[config.mk]
export PLATFORM = sky130hd
export DESIGN_NAME = icache_assoc
export DESIGN_NICKNAME = d
export VERILOG_FILES = /design/src/rtl/cpu_types_pkg.sv /design/src/rtl/icache_lru_set.sv /design/src/rtl/icache_assoc.sv
export SDC_FILE = /design/constraint.sdc
export NUM_CORES = 2
export LEC_CHECK = 0
export CORE_MARGIN = 2
export CORE_UTILIZATION = 55
export DETAILED_ROUTE_END_ITERATION = 16
export MAX_ROUTING_LAYER = met4
export PLACE_DENSITY = 0.76
export SETUP_SLACK_MARGIN = 0.02
export SYNTH_ARGS = -nofsm -noshare
export SYNTH_HDL_FRONTEND = slang
export SYNTH_SLANG_ARGS = --single-unit
[constraint.sdc]
create_clock -name CLK -period 9.8 [get_ports CLK]
set_input_delay 0.98 -clock CLK [delete_from_list [all_inputs] [get_ports CLK]]
set_output_delay 0.98 -clock CLK [all_outputs]
set_load 0.02 [all_outputs]
[src/rtl/cpu_types_pkg.sv]
// Shared types for the instruction cache: default geometry, address and line
// layouts, FSM state encoding and a field-width helper.
package cpu_types_pkg;

    // Default cache geometry
    localparam int ICACHE_SETS  = 8;
    localparam int ICACHE_WAYS  = 2;
    localparam int ICACHE_WORDS = 2;

    // Field widths of the default geometry, LSB first: byte, word, index, tag
    localparam int ICACHE_WORD_W  = $clog2(ICACHE_WORDS);
    localparam int ICACHE_INDEX_W = $clog2(ICACHE_SETS);
    localparam int ICACHE_TAG_W   = 32 - 2 - ICACHE_WORD_W - ICACHE_INDEX_W;

    // Fetch address split for the default geometry
    typedef struct packed {
        logic [ICACHE_TAG_W-1:0]   tag;
        logic [ICACHE_INDEX_W-1:0] index;
        logic [ICACHE_WORD_W-1:0]  word;
        logic [1:0]                byte_off;
    } icache_addr_t;

    // Per-line bookkeeping for the default geometry
    typedef struct packed {
        logic                    valid;
        logic [ICACHE_TAG_W-1:0] tag;
    } icache_line_t;

    // Cache controller states
    typedef enum logic {
        IDLE = 1'b0,
        FILL = 1'b1
    } icache_state_t;

    // Width of a field that selects one of n items; never narrower than one
    // bit so that degenerate geometries (one way, one word) still elaborate.
    function automatic int icache_field_w(input int n);
        return (n > 1) ? $clog2(n) : 1;
    endfunction

endpackage

[src/rtl/icache_lru_set.sv]
// True-LRU age vector for one cache set. Age 0 is most recently used,
// WAYS-1 is least recently used; the ages always form a permutation.
module icache_lru_set
    import cpu_types_pkg::*;
#(
    parameter int WAYS = ICACHE_WAYS,
    localparam int WAY_W = icache_field_w(WAYS)
) (
    input  logic             CLK,
    input  logic             nRST,
    input  logic             touch,
    input  logic [WAY_W-1:0] touch_way,
    output logic [WAY_W-1:0] victim
);

    generate
        if (WAYS == 1) begin : g_direct
            // Direct-mapped: nothing to age, the only way is always the victim
            logic touch_unused;
            assign touch_unused = touch ^ touch_way[0];
            assign victim = '0;
        end else begin : g_lru
            logic [WAY_W-1:0] age_reg [WAYS];
            logic [WAY_W-1:0] touch_age;

            assign touch_age = age_reg[touch_way];

            // Touched way becomes MRU; ways younger than it age by one
            always_ff @(posedge CLK or negedge nRST) begin
                if (!nRST) begin
                    for (int w = 0; w < WAYS; w++) begin
                        age_reg[w] <= WAY_W'(w);
                    end
                end else if (touch) begin
                    for (int w = 0; w < WAYS; w++) begin
                        if (touch_way == WAY_W'(w)) begin
                            age_reg[w] <= '0;
                        end else if (age_reg[w] < touch_age) begin
                            age_reg[w] <= age_reg[w] + WAY_W'(1);
                        end
                    end
                end
            end

            // Victim is the unique way holding the oldest age
            always_comb begin
                victim = '0;
                for (int w = 0; w < WAYS; w++) begin
                    if (age_reg[w] == WAY_W'(WAYS - 1)) begin
                        victim = WAY_W'(w);
                    end
                end
            end
        end
    endgenerate

endmodule

[src/rtl/icache_assoc.sv]
// Set-associative instruction cache between the fetch port and the memory
// instruction channel. Zero-latency combinational hits, multi-word block
// fills, true-LRU replacement and a flush that waits out an active fill.
module icache_assoc
    import cpu_types_pkg::*;
#(
    parameter int SETS  = ICACHE_SETS,
    parameter int WAYS  = ICACHE_WAYS,
    parameter int WORDS = ICACHE_WORDS
) (
    input  logic        CLK,
    input  logic        nRST,
    input  logic        imemREN,
    input  logic [31:0] imemaddr,
    output logic        ihit,
    output logic [31:0] imemload,
    input  logic        iflush,
    output logic        iREN,
    output logic [31:0] iaddr,
    input  logic        iwait,
    input  logic [31:0] iload
);

    localparam int WORD_W  = $clog2(WORDS);
    localparam int INDEX_W = $clog2(SETS);
    localparam int TAG_W   = 32 - 2 - WORD_W - INDEX_W;
    localparam int CNT_W   = icache_field_w(WORDS);
    localparam int WAY_W   = icache_field_w(WAYS);

    // Same shape as icache_line_t, sized from this instance's parameters
    typedef struct packed {
        logic             valid;
        logic [TAG_W-1:0] tag;
    } line_t;

    // Storage: line bookkeeping in flops (reset/flush clear them), data
    // words in a separate array that needs no reset.
    line_t       line_reg [SETS][WAYS];
    logic [31:0] data_mem [SETS][WAYS][WORDS];

    icache_state_t      state_reg, state_next;
    logic [CNT_W-1:0]   word_cnt_reg;
    logic [TAG_W-1:0]   fill_tag_reg;
    logic [INDEX_W-1:0] fill_index_reg;
    logic [WAY_W-1:0]   victim_reg;
    logic               flush_pending_reg;

    logic [TAG_W-1:0]   addr_tag;
    logic [INDEX_W-1:0] addr_index;
    logic [CNT_W-1:0]   addr_word;
    logic [31:0]        fill_addr;

    logic [WAYS-1:0]    way_hit;
    logic               hit;
    logic [WAY_W-1:0]   hit_way;
    logic [WAY_W-1:0]   victim_next;
    logic [WAY_W-1:0]   lru_victim [SETS];

    logic               fill_start;
    logic               fill_beat;
    logic               fill_done;
    logic               flush_now;
    logic               touch;
    logic [INDEX_W-1:0] touch_set;
    logic [WAY_W-1:0]   touch_way;

    // Fetch address split
    assign addr_tag   = imemaddr[31 -: TAG_W];
    assign addr_index = imemaddr[2 + WORD_W +: INDEX_W];

    generate
        if (WORDS > 1) begin : g_multi_word
            assign addr_word = imemaddr[2 +: WORD_W];
            assign fill_addr = {fill_tag_reg, fill_index_reg, word_cnt_reg, 2'b00};
        end else begin : g_single_word
            assign addr_word = '0;
            assign fill_addr = {fill_tag_reg, fill_index_reg, 2'b00};
        end
    endgenerate

    // Tag compare across the indexed set
    genvar gi;
    generate
        for (gi = 0; gi < WAYS; gi++) begin : g_way_cmp
            assign way_hit[gi] = line_reg[addr_index][gi].valid &&
                                 (line_reg[addr_index][gi].tag == addr_tag);
        end
    endgenerate

    // Encode the hitting way (at most one way can match)
    always_comb begin
        hit_way = '0;
        for (int w = WAYS - 1; w >= 0; w--) begin
            if (way_hit[w]) begin
                hit_way = WAY_W'(w);
            end
        end
    end

    assign hit      = (state_reg == IDLE) && (|way_hit);
    assign ihit     = imemREN && hit;
    assign imemload = hit ? data_mem[addr_index][hit_way][addr_word] : '0;

    // Victim: lowest-numbered invalid way, otherwise the set's LRU way
    always_comb begin
        victim_next = lru_victim[addr_index];
        for (int w = WAYS - 1; w >= 0; w--) begin
            if (!line_reg[addr_index][w].valid) begin
                victim_next = WAY_W'(w);
            end
        end
    end

    // A hit and a fill completion never coincide (different states)
    assign touch     = ihit || fill_done;
    assign touch_set = fill_done ? fill_index_reg : addr_index;
    assign touch_way = fill_done ? victim_reg : hit_way;

    generate
        for (gi = 0; gi < SETS; gi++) begin : g_lru
            icache_lru_set #(
                .WAYS(WAYS)
            ) u_lru (
                .CLK      (CLK),
                .nRST     (nRST),
                .touch    (touch && (touch_set == INDEX_W'(gi))),
                .touch_way(touch_way),
                .victim   (lru_victim[gi])
            );
        end
    endgenerate

    // Next state and memory-channel outputs
    always_comb begin
        state_next = state_reg;
        iREN       = 1'b0;
        iaddr      = imemaddr;
        fill_start = 1'b0;
        fill_beat  = 1'b0;
        fill_done  = 1'b0;
        case (state_reg)
            IDLE: begin
                if (imemREN && !hit && !flush_pending_reg) begin
                    fill_start = 1'b1;
                    state_next = FILL;
                end
            end
            FILL: begin
                iREN  = 1'b1;
                iaddr = fill_addr;
                if (!iwait) begin
                    fill_beat = 1'b1;
                    if (word_cnt_reg == CNT_W'(WORDS - 1)) begin
                        fill_done  = 1'b1;
                        state_next = IDLE;
                    end
                end
            end
            default: state_next = IDLE;
        endcase
    end

    // FSM state, fill context and deferred-flush flag
    always_ff @(posedge CLK or negedge nRST) begin
        if (!nRST) begin
            state_reg         <= IDLE;
            word_cnt_reg      <= '0;
            fill_tag_reg      <= '0;
            fill_index_reg    <= '0;
            victim_reg        <= '0;
            flush_pending_reg <= 1'b0;
        end else begin
            state_reg <= state_next;
            if (fill_start) begin
                fill_tag_reg   <= addr_tag;
                fill_index_reg <= addr_index;
                victim_reg     <= victim_next;
                word_cnt_reg   <= '0;
            end else if (fill_beat) begin
                word_cnt_reg <= fill_done ? '0 : word_cnt_reg + CNT_W'(1);
            end
            if ((state_reg == FILL) && iflush) begin
                flush_pending_reg <= 1'b1;
            end else if (state_reg == IDLE) begin
                flush_pending_reg <= 1'b0;
            end
        end
    end

    // A flush only takes effect in IDLE so an active fill is never cut short
    assign flush_now = (state_reg == IDLE) && (iflush || flush_pending_reg);

    // Line valid/tag: clear on reset or flush, install on fill completion
    always_ff @(posedge CLK or negedge nRST) begin
        if (!nRST) begin
            for (int s = 0; s < SETS; s++) begin
                for (int w = 0; w < WAYS; w++) begin
                    line_reg[s][w] <= '0;
                end
            end
        end else if (flush_now) begin
            for (int s = 0; s < SETS; s++) begin
                for (int w = 0; w < WAYS; w++) begin
                    line_reg[s][w].valid <= 1'b0;
                end
            end
        end else if (fill_done) begin
            line_reg[fill_index_reg][victim_reg] <= '{valid: 1'b1, tag: fill_tag_reg};
        end
    end

    // Data words arrive one per accepted memory beat
    always_ff @(posedge CLK) begin
        if (fill_beat) begin
            data_mem[fill_index_reg][victim_reg][word_cnt_reg] <= iload;
        end
    end

endmodule

==> summary by stage <==
STA
Timing would allow up to 0.138 GHz. The worst pin sits at a relative slew slack of 0.213. The setup TNS after final layout is 0 ps. Across the routed clock network, the largest skew measured is 43.8 ps. Setup violations remaining at the end of the flow were counted as 0. The total count of hold-check failures in the final report is 0.

Setup repair after global routing left no endpoint under its margin. For the pin with the worst max-slew slack, the measured transition is about 1200 ps. The final critical-path required period is 7270 ps. In the finished design, the share of the clock period the worst path needs comes to 0.742. The final count of pins violating max slew is 0.

Global route
The via count of the first global-routing pass is 35326. The maximum number of pins on one net before global-route repair is 179. The global-route usage over all layers is 0.301.

The initial antenna violation count is 4. The global-route wire length before repair is 244 mm. The total overflow reported by the global router is 0.

Place
The total placed cells including tap cells is 5061. At the end of routability-driven placement, the weighted congestion stood at 0.900. The total of buffers placed on input and output ports is around 130. The wire-length estimate of the detail-placed layout is a little over 80 mm.

Detailed routing
For this run, design rule violations remaining after detail routing come to 0. The routed wire length per instance is about 31 um. Once detail routing completed, the nets flagged for antenna violations numbered 0. The via-per-instance ratio is ~6.5.

The final wirelength is 166 mm. The first TritonRoute pass finished after 6 iterations. Across all layers, the routed design uses 34578 vias.

The number of DRC markers after the initial detailed-route iteration is 4139.

Floorplanning
The floorplan has roughly 120 rows. In this run the horizontal extent of the chip is 340 um. For this design the top-level I/O count stands at 135. The floorplan step defined a core boundary enclosing approximately 0.11 mm2. The floorplan step defined a die boundary enclosing 0.116 mm2.

The die is between 300 and 400 um tall. The initial utilization of the core area, before any placement, comes to 0.553.

Clocking
Clock-pin slew was measured on the worst setup and hold paths at 70 ps. TritonCTS built the clock tree. The clock passes through at most 3 buffers.

The buffer count from post-CTS setup fixing is 0. The number of gates resized after CTS was 0. Buffers inserted to repair hold after CTS numbered 0.

The number of clock sinks seen by CTS is between 1500 and 2000. CTS placed an instance of sky130_fd_sc_hd__clkbuf_16 at the clock tree root. The clock buffer count from CTS is 151. At the later pin of the worst-skew pair, clock insertion delay measures 780 ps. The H-tree depth reported by CTS is 4.

Cells and area
Counting the fill cells in the layout gives 7616. For this run, the number of standard cells in the final layout without fillers is 5336. The flip-flop count of the largest register, all copies and words added is 1024. The number of nets in the final layout is 3783. In the final layout, flip-flops and latches occupy 0.0428 mm2. The area growth from synthesis to layout is 12.6%. Of the cells placed in the final design, the portion with a size suffix greater than 1 is 0.262. The combined area of the multi-input logic cells is 0.0183 mm2.

Run status
The run finished with clean final reports.

Logic synthesis
For this run, the leading register cell type out of synthesis is sky130_fd_sc_hd__edfxtp_1. When the netlist entered floorplanning its net count stood at 3671. The top cell type's share of synthesized area is 0.496. A synthesized cell averages 17.2 um2. By instance count, the leading cell after synthesis is sky130_fd_sc_hd__edfxtp_1. The number of enable-type register cells in the synthesized netlist is 1024. By count the netlist is led by sky130_fd_sc_hd__edfxtp_1 (1024), sky130_fd_sc_hd__nand2_1 (688), sky130_fd_sc_hd__dfrtp_1 (473), sky130_fd_sc_hd__mux4_2 (373), sky130_fd_sc_hd__mux2_2 (287).

Of all cell types, the one taking the most synthesized area is sky130_fd_sc_hd__edfxtp_1. The flip-flop and latch count after synthesis is 1505. Counting flops with an async set or reset pin after synthesis yields a share of 0.320. Counting every instance in the synthesized netlist gives approximately 3600. The netlist area before placement is 0.0620 mm2. Yosys printed 0 warnings. After synthesis, the netlist uses between 60 and 70 different library cells. In the post-synthesis netlist, the biggest area contributors are sky130_fd_sc_hd__edfxtp_1 (50%), sky130_fd_sc_hd__dfrtp_1 (19%), sky130_fd_sc_hd__mux4_2 (14%), sky130_fd_sc_hd__mux2_2 (5.2%), sky130_fd_sc_hd__nand2_1 (4.2%). The fraction of the yosys area taken by sequential cells is 0.690.

Critical path
For this run, the slowest stage of the critical path takes 760 ps. Grouping stages by cell kind, the critical path spends the most delay in simple AND/OR/NAND/NOR gates. The critical path startpoint category is a primary input. Of all nets on the critical path, the largest fanout is 88. The category of the critical setup timing path is primary input to output port. The required time at the endpoint of the critical path is a little under 9000 ps.

The slowest cell on the critical path is sky130_fd_sc_hd__nand2_2. Walking the worst path, the cells encountered are buf_8, buf_12, mux4_2, mux2i_1, xor2_1, nand4_1, or4_1, o21ai_1, nand2_2, nor2_1, clkdlybuf4s50_1. STA puts the critical path data arrival time at approximately 6300 ps. Together, buffers and inverters on the worst path number 3. STA classifies the critical path endpoint as an output port.

Job
Across the run, the number of max-cap violations was 0.

Pwr
For this design the ratio of total power to cell area is 230 mW/mm2. VDD sags by at most 0.000201 V. Summed over all cells, the static leakage comes to 26.4 nW.

Min path
The tightest min-delay check is of the primary input to asynchronous set/reset pin type.
## per-stage QoR
step                worst slack [ps]  instance area [um2]  hold WS [ps]  utilization  power, mW
global placement                2630                64900           452        0.578       10.2
CTS                             2520                69900           329        0.623       16.1
floorplan                       4630                62000           437            -       9.43
finish                          2530                69900           310        0.623       16.1
global route                    2350                69900           385        0.623       16.6
detailed placement              2580                64900           460        0.578       10.3
## worst reg2reg max path, cell delays in order, from the launching register on
cell	delay, ps
sky130_fd_sc_hd__dfrtp_1	370
sky130_fd_sc_hd__mux4_2	470
sky130_fd_sc_hd__mux2i_1	170
sky130_fd_sc_hd__xor2_1	470
sky130_fd_sc_hd__nand4_1	150
sky130_fd_sc_hd__or4_1	410
sky130_fd_sc_hd__or4_1	550
sky130_fd_sc_hd__o21ai_1	330
sky130_fd_sc_hd__or3_2	880
sky130_fd_sc_hd__mux2_2	450
## worst paths after layout
| kind | from | endpoint | slack (ps) | cells after the start |
|---|---|---|---|---|
| setup reg to reg | line_reg[110]$_DFFE_PN0P_ | fill_tag_reg[14]$_DFFE_PN0P_ | 5410 | 9 |
| setup / recovery | imemaddr[3] | imemload[24] | 2530 | 11 |
| hold / removal | nRST | line_reg[154]$_DFFE_PN0P_ | 310 | 1 |
| min in group CLK | line_reg[167]$_DFFE_PN0P_ | line_reg[167]$_DFFE_PN0P_ | 470 | 2 |
| hold reg to reg | line_reg[167]$_DFFE_PN0P_ | line_reg[167]$_DFFE_PN0P_ | 470 | 2 |
| max in group asynchronous | nRST | line_reg[232]$_DFFE_PN0P_ | 7510 | 3 |
## cell type report
type                    count  area share
repair buffers            199      0.0271
diodes                      3    0.000107
well taps                1500      0.0269
flip-flops and latches   1505       0.613
multi-input cells        1845       0.261
clock buffers             200      0.0583
clock inverters            72      0.0128
inverters                  12    0.000931
## cell families after synthesis
kind of cell	after synthesis	synth area share
AO/OA/AOI/OAI	149	0.0176
XOR/XNOR	31	0.00438
buffers and inverters	252	0.0192
flip-flops	1505	0.690
multiplexers	808	0.212
AND/OR/NAND/NOR	857	0.0567
## power breakdown
group	internal (mW)	switching (mW)	total (mW)	leakage [nW]
combinational	0.988	1.20	2.19	8.28
clock	3.31	2.53	5.83	2.40
sequential	7.46	0.588	8.05	15.7
## cells in the final DEF, fill, tap and decap left out, types with 10 or more instances in the layout
master	count
sky130_fd_sc_hd__o21ai_0	19
sky130_fd_sc_hd__mux2_2	287
sky130_fd_sc_hd__clkinv_1	22
sky130_fd_sc_hd__a22oi_1	23
sky130_fd_sc_hd__clkinv_2	16
sky130_fd_sc_hd__a21oi_1	22
sky130_fd_sc_hd__o21a_1	11
sky130_fd_sc_hd__xor2_1	27
sky130_fd_sc_hd__mux4_2	373
sky130_fd_sc_hd__clkbuf_1	39
sky130_fd_sc_hd__edfxtp_1	1024
sky130_fd_sc_hd__clkbuf_8	10
sky130_fd_sc_hd__dfrtp_1	472
sky130_fd_sc_hd__nor2_4	24
sky130_fd_sc_hd__nand4_1	13
sky130_fd_sc_hd__bufinv_16	13
sky130_fd_sc_hd__nand2_1	686
sky130_fd_sc_hd__buf_4	62
sky130_fd_sc_hd__nor2_1	43
sky130_fd_sc_hd__nand2b_1	10
sky130_fd_sc_hd__clkdlybuf4s50_1	129
sky130_fd_sc_hd__mux2i_1	141
sky130_fd_sc_hd__o32a_1	10
sky130_fd_sc_hd__clkbuf_16	152
sky130_fd_sc_hd__o22ai_1	12
sky130_fd_sc_hd__or3_1	13
sky130_fd_sc_hd__a22o_1	15
## routing by layer
layer | share of wire | routed length [um] | vias up | track usage
met5 | 0 | 0 | - | -
li1 | - | - | 13964 | -
met3 | 0.094 | 15500 | 403 | 0.0525
met1 | 0.37 | 61000 | 18132 | 0.393
met2 | 0.50 | 83500 | 2079 | 0.484
met4 | 0.035 | 5840 | 0 | 0.101
(Power assumes the default switching activity.)
